$ cat src/rtl/bcd_pkg.sv
// Shared definitions for the BCD timer sequencer.
//   state_e   : controller state encoding (also driven onto the state output)
//   BCD_MAX   : terminal value of a digit when counting up
//   BCD_MIN   : terminal value of a digit when counting down
//   bcd_valid : true when a nibble holds a legal BCD digit (0..9)
package bcd_pkg;

  typedef enum logic [1:0] {
    ST_IDLE   = 2'd0,
    ST_RUN    = 2'd1,
    ST_PAUSED = 2'd2,
    ST_DONE   = 2'd3
  } state_e;

  localparam logic [3:0] BCD_MAX = 4'd9;
  localparam logic [3:0] BCD_MIN = 4'd0;

  function automatic logic bcd_valid(input logic [3:0] nibble);
    return (nibble <= BCD_MAX);
  endfunction

endpackage

$ cat src/rtl/bcd_digit.sv
// One BCD digit of the counter chain.
// Ports:
//   clk, rst      : clock (rising edge), asynchronous active-high reset (digit -> 0)
//   en_i          : step the digit by one this cycle
//   up_i          : 1 = count up (9 wraps to 0), 0 = count down (0 wraps to 9)
//   load_i        : synchronous load, has priority over en_i
//   load_val_i    : value taken on load_i
//   q_o           : current digit value
//   step_o        : value the digit would take if stepped (lets the controller see
//                   the post-tick count before committing)
//   term_o        : digit sits at its terminal value for the current direction
module bcd_digit
  import bcd_pkg::*;
(
  input  logic       clk,
  input  logic       rst,
  input  logic       en_i,
  input  logic       up_i,
  input  logic       load_i,
  input  logic [3:0] load_val_i,
  output logic [3:0] q_o,
  output logic [3:0] step_o,
  output logic       term_o
);

  logic [3:0] q_q, q_d;

  always_comb begin
    if (up_i) begin
      step_o = (q_q == BCD_MAX) ? BCD_MIN : q_q + 4'd1;
      term_o = (q_q == BCD_MAX);
    end else begin
      step_o = (q_q == BCD_MIN) ? BCD_MAX : q_q - 4'd1;
      term_o = (q_q == BCD_MIN);
    end
  end

  always_comb begin
    q_d = q_q;
    if (load_i) begin
      q_d = load_val_i;
    end else if (en_i) begin
      q_d = step_o;
    end
  end

  always_ff @(posedge clk or posedge rst) begin
    if (rst) begin
      q_q <= 4'd0;
    end else begin
      q_q <= q_d;
    end
  end

  assign q_o = q_q;

endmodule

$ cat src/rtl/bcd_timer_ctrl.sv
// Sequencer for a cascaded multi-digit BCD counter (timer / stopwatch core).
// Loads a BCD preset, runs the digit chain up or down on a prescaled tick,
// supports pause/resume and flags completion.
// Parameters:
//   DIGITS   : number of BCD digits (count is 4*DIGITS bits, digit 0 in [3:0])
//   PRESCALE : clk cycles per count tick (>= 2)
// Ports:
//   clk, rst : clock (rising edge), asynchronous active-high reset
//   clear    : synchronous clear to IDLE, count/target/prescaler -> 0
//   load     : latch preset/mode; rejected (err pulse) if any nibble > 9
//   preset   : BCD preset value
//   mode     : 0 = count up 0->preset, 1 = count down preset->0 (sampled on load)
//   start    : begin (from IDLE) or resume (from PAUSED)
//   pause    : hold counting while in RUN
//   count    : current BCD value
//   state    : 0 IDLE, 1 RUN, 2 PAUSED, 3 DONE
//   busy     : high in RUN
//   done     : one-cycle pulse on completion (or on each reload)
//   err      : one-cycle pulse on a rejected load
// Command priority each cycle: clear > load > pause > start.
// Build option: define AUTO_RELOAD_EN to make the endpoint tick reload the count
// and keep running (periodic timer) instead of stopping in DONE.
module bcd_timer_ctrl
  import bcd_pkg::*;
#(
  parameter int unsigned DIGITS   = 4,
  parameter int unsigned PRESCALE = 1000
) (
  input  logic                clk,
  input  logic                rst,
  input  logic                clear,
  input  logic                load,
  input  logic [4*DIGITS-1:0] preset,
  input  logic                mode,
  input  logic                start,
  input  logic                pause,
  output logic [4*DIGITS-1:0] count,
  output logic [1:0]          state,
  output logic                busy,
  output logic                done,
  output logic                err
);

  localparam int unsigned CW = 4 * DIGITS;
  localparam int unsigned PW = (PRESCALE > 2) ? $clog2(PRESCALE) : 1;
  localparam logic [PW-1:0] PRESC_LAST = PW'(PRESCALE - 1);

  state_e        state_q, state_d;
  logic [CW-1:0] target_q, target_d;
  logic          mode_q, mode_d;
  logic [PW-1:0] presc_q, presc_d;
  logic          done_q, done_d;
  logic          err_q, err_d;

  logic [DIGITS-1:0] carry;     // all lower digits terminal -> this digit steps on a tick
  logic [DIGITS-1:0] dig_en;
  logic [DIGITS-1:0] dig_term;
  logic [CW-1:0]     dig_step;
  logic [CW-1:0]     cnt_tick;  // count as it would be after a tick
  logic [CW-1:0]     digit_val;
  logic              dig_load;
  logic              step_en;
  logic              preset_ok;
  logic [CW-1:0]     endpoint;

  // Counting down finishes at zero, counting up finishes at the target.
  assign endpoint = mode_q ? '0 : target_q;

  always_comb begin
    preset_ok = 1'b1;
    for (int i = 0; i < DIGITS; i++) begin
      if (!bcd_valid(preset[4*i +: 4])) begin
        preset_ok = 1'b0;
      end
    end
  end

  // Ripple the terminal flags up the chain and form the post-tick value.
  always_comb begin
    logic chain;
    chain = 1'b1;
    for (int i = 0; i < DIGITS; i++) begin
      carry[i] = chain;
      chain    = chain & dig_term[i];
    end
  end

  always_comb begin
    for (int i = 0; i < DIGITS; i++) begin
      cnt_tick[4*i +: 4] = carry[i] ? dig_step[4*i +: 4] : count[4*i +: 4];
    end
  end

  assign dig_en = carry & {DIGITS{step_en}};

  always_comb begin
    state_d   = state_q;
    target_d  = target_q;
    mode_d    = mode_q;
    presc_d   = presc_q;
    done_d    = 1'b0;
    err_d     = 1'b0;
    dig_load  = 1'b0;
    digit_val = '0;
    step_en   = 1'b0;

    if (clear) begin
      state_d  = ST_IDLE;
      target_d = '0;
      presc_d  = '0;
      dig_load = 1'b1;
    end else if (load) begin
      // A rejected load only raises err; pause/start are still swallowed.
      if (!preset_ok) begin
        err_d = 1'b1;
      end else begin
        state_d   = ST_IDLE;
        target_d  = preset;
        mode_d    = mode;
        presc_d   = '0;
        dig_load  = 1'b1;
        digit_val = mode ? preset : '0;
      end
    end else begin
      unique case (state_q)
        ST_IDLE: begin
          if (start) begin
            presc_d = '0;
            // Already at the endpoint: finish without ever ticking.
            if (count == endpoint) begin
              state_d = ST_DONE;
              done_d  = 1'b1;
            end else begin
              state_d = ST_RUN;
            end
          end
        end
        ST_RUN: begin
          if (pause) begin
            // Prescaler is left where it is so resume finishes the period.
            state_d = ST_PAUSED;
          end else if (presc_q == PRESC_LAST) begin
            presc_d = '0;
            if (cnt_tick == endpoint) begin
              done_d = 1'b1;
`ifdef AUTO_RELOAD_EN
              dig_load  = 1'b1;
              digit_val = mode_q ? target_q : '0;
`else
              step_en = 1'b1;
              state_d = ST_DONE;
`endif
            end else begin
              step_en = 1'b1;
            end
          end else begin
            presc_d = presc_q + PW'(1);
          end
        end
        ST_PAUSED: begin
          if (start) begin
            state_d = ST_RUN;
          end
        end
        ST_DONE: begin
          // Holds until clear or load.
        end
        default: begin
          state_d = ST_IDLE;
        end
      endcase
    end
  end

  always_ff @(posedge clk or posedge rst) begin
    if (rst) begin
      state_q  <= ST_IDLE;
      target_q <= '0;
      mode_q   <= 1'b0;
      presc_q  <= '0;
      done_q   <= 1'b0;
      err_q    <= 1'b0;
    end else begin
      state_q  <= state_d;
      target_q <= target_d;
      mode_q   <= mode_d;
      presc_q  <= presc_d;
      done_q   <= done_d;
      err_q    <= err_d;
    end
  end

  for (genvar gi = 0; gi < DIGITS; gi++) begin : g_digit
    bcd_digit u_digit (
      .clk        (clk),
      .rst        (rst),
      .en_i       (dig_en[gi]),
      .up_i       (~mode_q),
      .load_i     (dig_load),
      .load_val_i (digit_val[4*gi +: 4]),
      .q_o        (count[4*gi +: 4]),
      .step_o     (dig_step[4*gi +: 4]),
      .term_o     (dig_term[gi])
    );
  end

  assign state = state_q;
  assign busy  = (state_q == ST_RUN);
  assign done  = done_q;
  assign err   = err_q;

endmodule
$ cat config.mk
export PLATFORM = sky130hd
export DESIGN_NAME = bcd_timer_ctrl
export DESIGN_NICKNAME = d
export VERILOG_FILES = /design/src/rtl/bcd_pkg.sv /design/src/rtl/bcd_digit.sv /design/src/rtl/bcd_timer_ctrl.sv
export SDC_FILE = /design/constraint.sdc
export NUM_CORES = 1
export LEC_CHECK = 0
export CORE_MARGIN = 2
export CORE_UTILIZATION = 47
export CTS_CLUSTER_DIAMETER = 80
export DETAILED_ROUTE_END_ITERATION = 8
export PLACE_DENSITY_LB_ADDON = 0.08
export SYNTH_ARGS = -nofsm -noshare
export SYNTH_HDL_FRONTEND = slang
export SYNTH_SLANG_ARGS = --single-unit
$ cat constraint.sdc
create_clock -name clk -period 5.85 [get_ports clk]
set_clock_uncertainty 0.05 [all_clocks]
set_input_delay 0.585 -clock clk [delete_from_list [all_inputs] [get_ports clk]]
set_output_delay 0.585 -clock clk [all_outputs]
set_load 0.005 [all_outputs]
==> summary.txt, run 1 <==
Clocking
  – Worst-skew pair later-pin latency: 300 ps
  – CTS sink count: 47
  – CTS root buf: clkbuf_8
  – H-tree Lvls: 2
  – Post-CTS sizing: 0
  – Max Root-Sink Buffers: 2
  – Hold Buf Count CTS: 0
  – Reg clk slew, reported paths: ~90 ps
  – CTS Buf Count: 5
  – Post-CTS setup buffer count: 0
  – TritonCTS clock tree: yes

Cells and area
  – Most frequent cells in the layout: o21ai_0, nand2_1, dfrtp_1
  – Nets: 539
  – Commonest non-fill, non-tap cell in the layout: o21ai_0
  – Antenna diode count: 0
  – # fillers: 770
  – Share of cells above drive strength 1: 0.0605
  – Post-route non-filler standard cell count: 617
  – Final Cell Area: 4430 µm²
  – Area growth, synth to finish: 13.2%

Synth
  – Mapped Cells: 496
  – Number of enable flip-flop cells after synthesis: 0
  – Ys flop type: dfrtp_1
  – Largest cells by area after synthesis: dfrtp_1, o21ai_0, nand2_1
  – Async set or reset register ratio after synthesis: 1.00
  – Syn avg cell area: 7.89 µm²
  – Synth Cell Area: 3910 µm²
  – Synthesis Warnings: 0
  – Sequential element share of the synthesized area: 0.301
  – Post-synthesis cell type count: 67
  – Post-synth top area cell: dfrtp_1
  – Seq cells post-synth: between 40 and 50
  – Post-synthesis net count: 523
  – Share of the synthesized area in the top cell type: 0.301

Die
  – Core Rows: 33
  – I/O Pins: 44
  – Die W: roughly 95 µm
  – Core Region: 8130 µm²
  – Initial core utilization: 0.481
  – Die height: 95.3 µm
  – Die Area: 9070 µm²

Worst setup path
  – Worst EP arrival: 3620 ps
  – Slowest CP cell: dfrtp_1
  – Cell mode on critical path: mux2i_1
  – Worst setup EP type: flop
  – R2R Path Start: g_digit[0].u_digit.q_o[0]
  – Crit-path leading delay family: simple AND/OR/NAND/NOR gates
  – Critical path buffers and inverters: 0
  – Critical path startpoint: g_digit[0].u_digit.q_o[0]
  – CP Launch Type: flop
  – CP Class: flop to flop
  – Critical-path cell list: and3b_1, o21ai_1, nor3b_4, mux2i_1, xnor2_1, or4_1, nor4_2, o31ai_1, mux2i_1
  – WP data required: 5980 ps
  – Worst stage delay on the critical path: between 800 and 900 ps
  – Worst Path Max Fanout: 22

STA
  – Hold_ws: 460 ps
  – Slew Limit Fails: 0
  – Clock period minus worst slack: 3500 ps
  – Post-route setup TNS: 0 ps
  – Final hold viol count: 0
  – Final setup violation count: 0
  – RSZ-0062 raised after global routing: no
  – Fin crit share: 0.598
  – Actual slew at the worst max-slew pin: 1090 ps
  – Max transition margin: 0.267
  – Fmax: roughly 290 MHz

Placement
  – GPL Wtd Cong: around 0.86
  – Post-DP Area: 4340 µm²
  – Placed insts: 610
  – I/O Buffers: 43
  – Post-detail-place hpwl: 7.32 mm

Global routing
  – Grt total ovfl: 0
  – Largest net degree at the start of global routing: 48
  – Vias in the first global route: 3430
  – First-pass GRT wire length: 17.1 mm
  – Initial antenna violation count: 0
  – GR Util All Layers: 0.239

Power and ir drop
  – Power consumption: 1120 µW
  – PD cells: approximately 250 nW/µm²
  – Peak supply drop: between 150 and 200 µV
  – Leakage: 0.00162 µW

Hold path
  – Hold_sp: presc_q[0]
  – HP Class: flop to flop

Drt
  – Total iterations of the first detailed-routing run: 5
  – Vias per cell: 6.23
  – DRT Wirelength: 10.4 mm
  – Residual DRC count: 0
  – Via count: 3841
  – Initial drt markers: 233
  – Number of routed nets with antenna violations: 0
  – Drt wl/cell: 16.9 µm

Run status
  – Status: completed

Flow run
  – Max_cap viols: 0
==> synthesized netlist by cell type (all sizes together), types with 2 or more instances <==
library cell and instances:
a211oi 2, a21o 2, a21oi 33, a221o 3, a221oi 4, a22o 17
a22oi 7, a31oi 9, a32oi 3, and2 2, and3 5, and3b 3
buf 14, clkbuf 24, dfrtp 47, ha 4, inv 14, mux2 6
mux2i 12, nand2 49, nand2b 13, nand3 17, nand4 6, nand4b 2
nor2 44, nor2b 12, nor3 4, nor3b 10, nor4 4, nor4bb 6
o2111ai 2, o21a 2, o21ai 52, o21ba 2, o22ai 2, o31ai 9
o32ai 6, o41ai 2, or3 4, or4 2, xnor2 17, xor2 3
==> stage by stage <==
stage	worst slack, ps	utilization
2_1_floorplan	3140	-
3_3_place_gp	2350	0.534
3_5_place_dp	2280	0.534
4_1_cts	2360	0.545
5_1_grt	2100	0.545
6_report	2350	0.545
==> kinds of logic (layout without fill, tap and decap cells) <==
logic type / count (synthesis) / in the layout / synth area share
xor gates and xnor gates: 20 / 20 / 0.0448
adders and majority gates: 4 / 4 / 0.0128
DFF: 47 / 47 / 0.301
muxes: 18 / 18 / 0.0480
buffers and inverters: 52 / 68 / 0.0569
AOI/OAI and AO/OA: 168 / 168 / 0.283
and+or+nand+nor: 187 / 187 / 0.254
==> final cells by class <==
| type | instances | area, µm² | area share |
|---|---|---|---|
| Multi-Input combinational cell | 397 | 2520 | 0.569 |
| Sequential cell | 47 | 1180 | 0.265 |
| Timing Repair Buffer | 47 | 460 | 0.104 |
| Tap cell | 105 | 131 | 0.0296 |
| Clock buffer | 6 | 82.6 | 0.0186 |
| Inverter | 14 | 52.6 | 0.0119 |
| Clock inverter | 1 | 5.00 | 0.00113 |
==> path summary, 6_finish.rpt <==
kind	end	cells past startpoint	slack (ps)
min reg2reg	presc_q[0]	1	460
min in group asynchronous	state[1]	2	790
max	state[0]	9	2350
max in group asynchronous	g_digit[0].u_digit.q_o[0]	2	4330
min	presc_q[0]	1	460
max reg2reg	state[0]	9	2350
==> routing by layer <==
| metal | GRT usage | share of wire | vias up |
|---|---|---|---|
| met5 | 0 | 0 | - |
| met4 | 0.0519 | 0.011 | 0 |
| met3 | 0.0356 | 0.067 | 18 |
| met2 | 0.367 | 0.44 | 155 |
| met1 | 0.354 | 0.48 | 1801 |
| li1 | - | - | 1867 |
==> where the power goes <==
| group | switching, µW | total [µW] | internal, µW |
|---|---|---|---|
| logic | 245 | 474 | 229 |
| clock network | 112 | 205 | 93.0 |
| registers | 90.6 | 440 | 349 |
| total | 447 | 1120 | 672 |
==> state kept, by name, summed over array words and instances (netlist names) <==
name                 flops
target_q                16
state                    2
done                     1
mode_q                   1
err                      1
presc_q                 10
g_digit.u_digit.q_o     16
(Power assumes the default switching activity.)
==> run 2, diff against run 1 <==
clock period = 2.9 ns   (was 5.85 ns; I/O delays follow)
==> run 2 against run 1 <==
The flow now finishes with violations (setup timing). Final area increased by 13%. Register-to-register slack got worse by 2400 ps. Final cell count increased by 10%. Non-clock buffer count increased by 61. Via count increased by 7.7%. Sequential power increased by 84%. Setup slack got worse by 2400 ps. Die area unchanged. Critical path type unchanged.
==> summary.txt, run 2 (synthesized netlist as in run 1, its figures left out) <==
STA
  – Fmax: roughly 340 MHz
  – Post-route setup TNS: -61.2 ps
  – Final hold viol count: 0
  – Slew Limit Fails: 0
  – Max transition margin: 0.429
  – Actual slew at the worst max-slew pin: 857 ps
  – Final setup margin: -26.3 ps
  – Fin crit share: 1.01
  – Final setup violation count: 3
  – RSZ-0062 raised after global routing: yes
  – Clock period minus worst slack: 2930 ps

Global routing
  – Grt total ovfl: 0
  – Largest net degree at the start of global routing: 48
  – First-pass GRT wire length: 18.8 mm
  – GR Util All Layers: 0.263
  – Vias in the first global route: 3698
  – Initial antenna violation count: 0

Clocking
  – Worst-skew pair later-pin latency: approximately 310 ps
  – Reg clk slew, reported paths: around 100 ps
  – Hold Buf Count CTS: 0
  – Max Root-Sink Buffers: 2
  – CTS Buf Count: 5
  – H-tree Lvls: 2
  – CTS root buf: clkbuf_8
  – CTS sink count: 47
  – TritonCTS clock tree: yes

Power and ir drop
  – Leakage: 0.00195 µW
  – Cell Int Power: 1540 µW
  – Peak supply drop: between 150 and 200 µV
  – Logic pwr share: 0.519
  – Clock power frac: 0.162
  – PD cells: just over 500 nW/µm²
  – Reg power frac: 0.318
  – Psw: roughly 1000 µW
  – Switching share of total power: 0.397

Drt
  – Total iterations of the first detailed-routing run: 5
  – Vias per cell: around 6.1
  – Via count: roughly 4100
  – DRT Wirelength: about 12 mm
  – Number of routed nets with antenna violations: 0
  – Drt wl/cell: 17.1 µm
  – Initial drt markers: ~280
  – Residual DRC count: 0

Die
  – I/O Pins: 44
  – Die height: 95.3 µm
  – Die Area: 9070 µm²
  – Core Rows: 33
  – Core Region: 8130 µm²
  – Initial core utilization: 0.481
  – Die W: between 90 and 100 µm

Placement
  – Pre-CTS WS: -127 ps
  – GPL Wtd Cong: 0.920
  – Post-detail-place hpwl: between 8 and 9 mm
  – I/O Buffers: 43
  – Post-DP Area: 4780 µm²

Worst setup path
  – CP Launch Type: flop
  – Worst EP arrival: 3060 ps
  – Worst setup EP type: flop
  – Critical-path cell list: buf_6, and3b_1, o21ai_2, nor3b_4, buf_6, mux2i_2, xnor2_1, or4_4, nor4_4, o31ai_2, mux2i_1
  – WP data required: 3030 ps
  – Crit-path leading delay family: simple AND/OR/NAND/NOR gates
  – Worst Path Max Fanout: 5
  – Worst stage delay on the critical path: 550 ps
  – CP Class: flop to flop
  – Cell mode on critical path: buf_6
  – Slowest CP cell: or4_4
  – Critical path buffers and inverters: 2

Hold path
  – HP Class: primary input to async pin

Cells and area
  – Most frequent cells in the layout: buf_4, nand2_1, o21ai_0
  – Commonest non-fill, non-tap cell in the layout: buf_4
  – Sequential cell area: ~1200 µm²
  – Area growth, synth to finish: 28.0%
  – Multi-input logic area: 2580 µm²
  – Final Cell Area: 5010 µm²
  – Share of cells above drive strength 1: 0.181
  – # fillers: 724
  – Antenna diode count: 0
  – Nets: 600
  – Final core occ: 0.616

Run status
  – Status: finished, violations left
  – Failing checks: setup timing

Flow run
  – Max_cap viols: 0
run 2: cell type report:
cell class / count / share of cell area
Inverter: 14 / 0.0105
Clock buffer: 5 / 0.0137
Timing Repair Buffer: 108 / 0.195
Tap cell: 105 / 0.0262
Clock inverter: 3 / 0.00400
Sequential cell: 47 / 0.235
Multi-Input combinational cell: 397 / 0.515
run 2: metal layers:
layer	global-route usage	wire length (µm)
met5	0	0
met4	0.0737	284
met3	0.0332	643
met2	0.403	5230
met1	0.387	5440
run 2: final timing paths:
kind                       startpoint  slack [ps]                   endpoint  cells after the start
min                               rst         290                 presc_q[4]                      3
min reg2reg                presc_q[0]         470                 presc_q[0]                      1
max reg2reg                    mode_q         -30                   state[0]                     11
max in group asynchronous         rst        2280  g_digit[2].u_digit.q_o[0]                      3
max                            mode_q         -30                   state[0]                     11
min in group clk           presc_q[0]         470                 presc_q[0]                      1
run 2: tightest hold or removal path: stages:
cell and delay [ps]:
clkdlybuf4s50_1 420, inv_2 70, buf_12 250
run 2: repair_timing:
item / in CTS / in global routing
endpoints found under the setup margin: 3 / 3
pin swaps: 2 / 2
resized for setup: 10 / 8
buffers inserted: 1 / 7
endpoints found under the hold margin: 0 / 0
cloned: 0 / 1
run 2: stage by stage:
stage          total power, µW  instances  hold WS (ps)
2_1_floorplan             1570        496           311
3_3_place_gp              2020        662           442
3_5_place_dp              2040        662           463
4_1_cts                   2490        671           303
5_1_grt                   2720        679           305
6_report                  2550        679           289
run 2: power by group through the flow:
stage                     clock network (µW)  registers [µW]  logic, µW
after floorplan                            0             772        800
after global placement                     0             810       1210
after detailed placement                   0             814       1230
after CTS                                431             804       1260
after global routing                     453             821       1440
final                                    414             811       1330
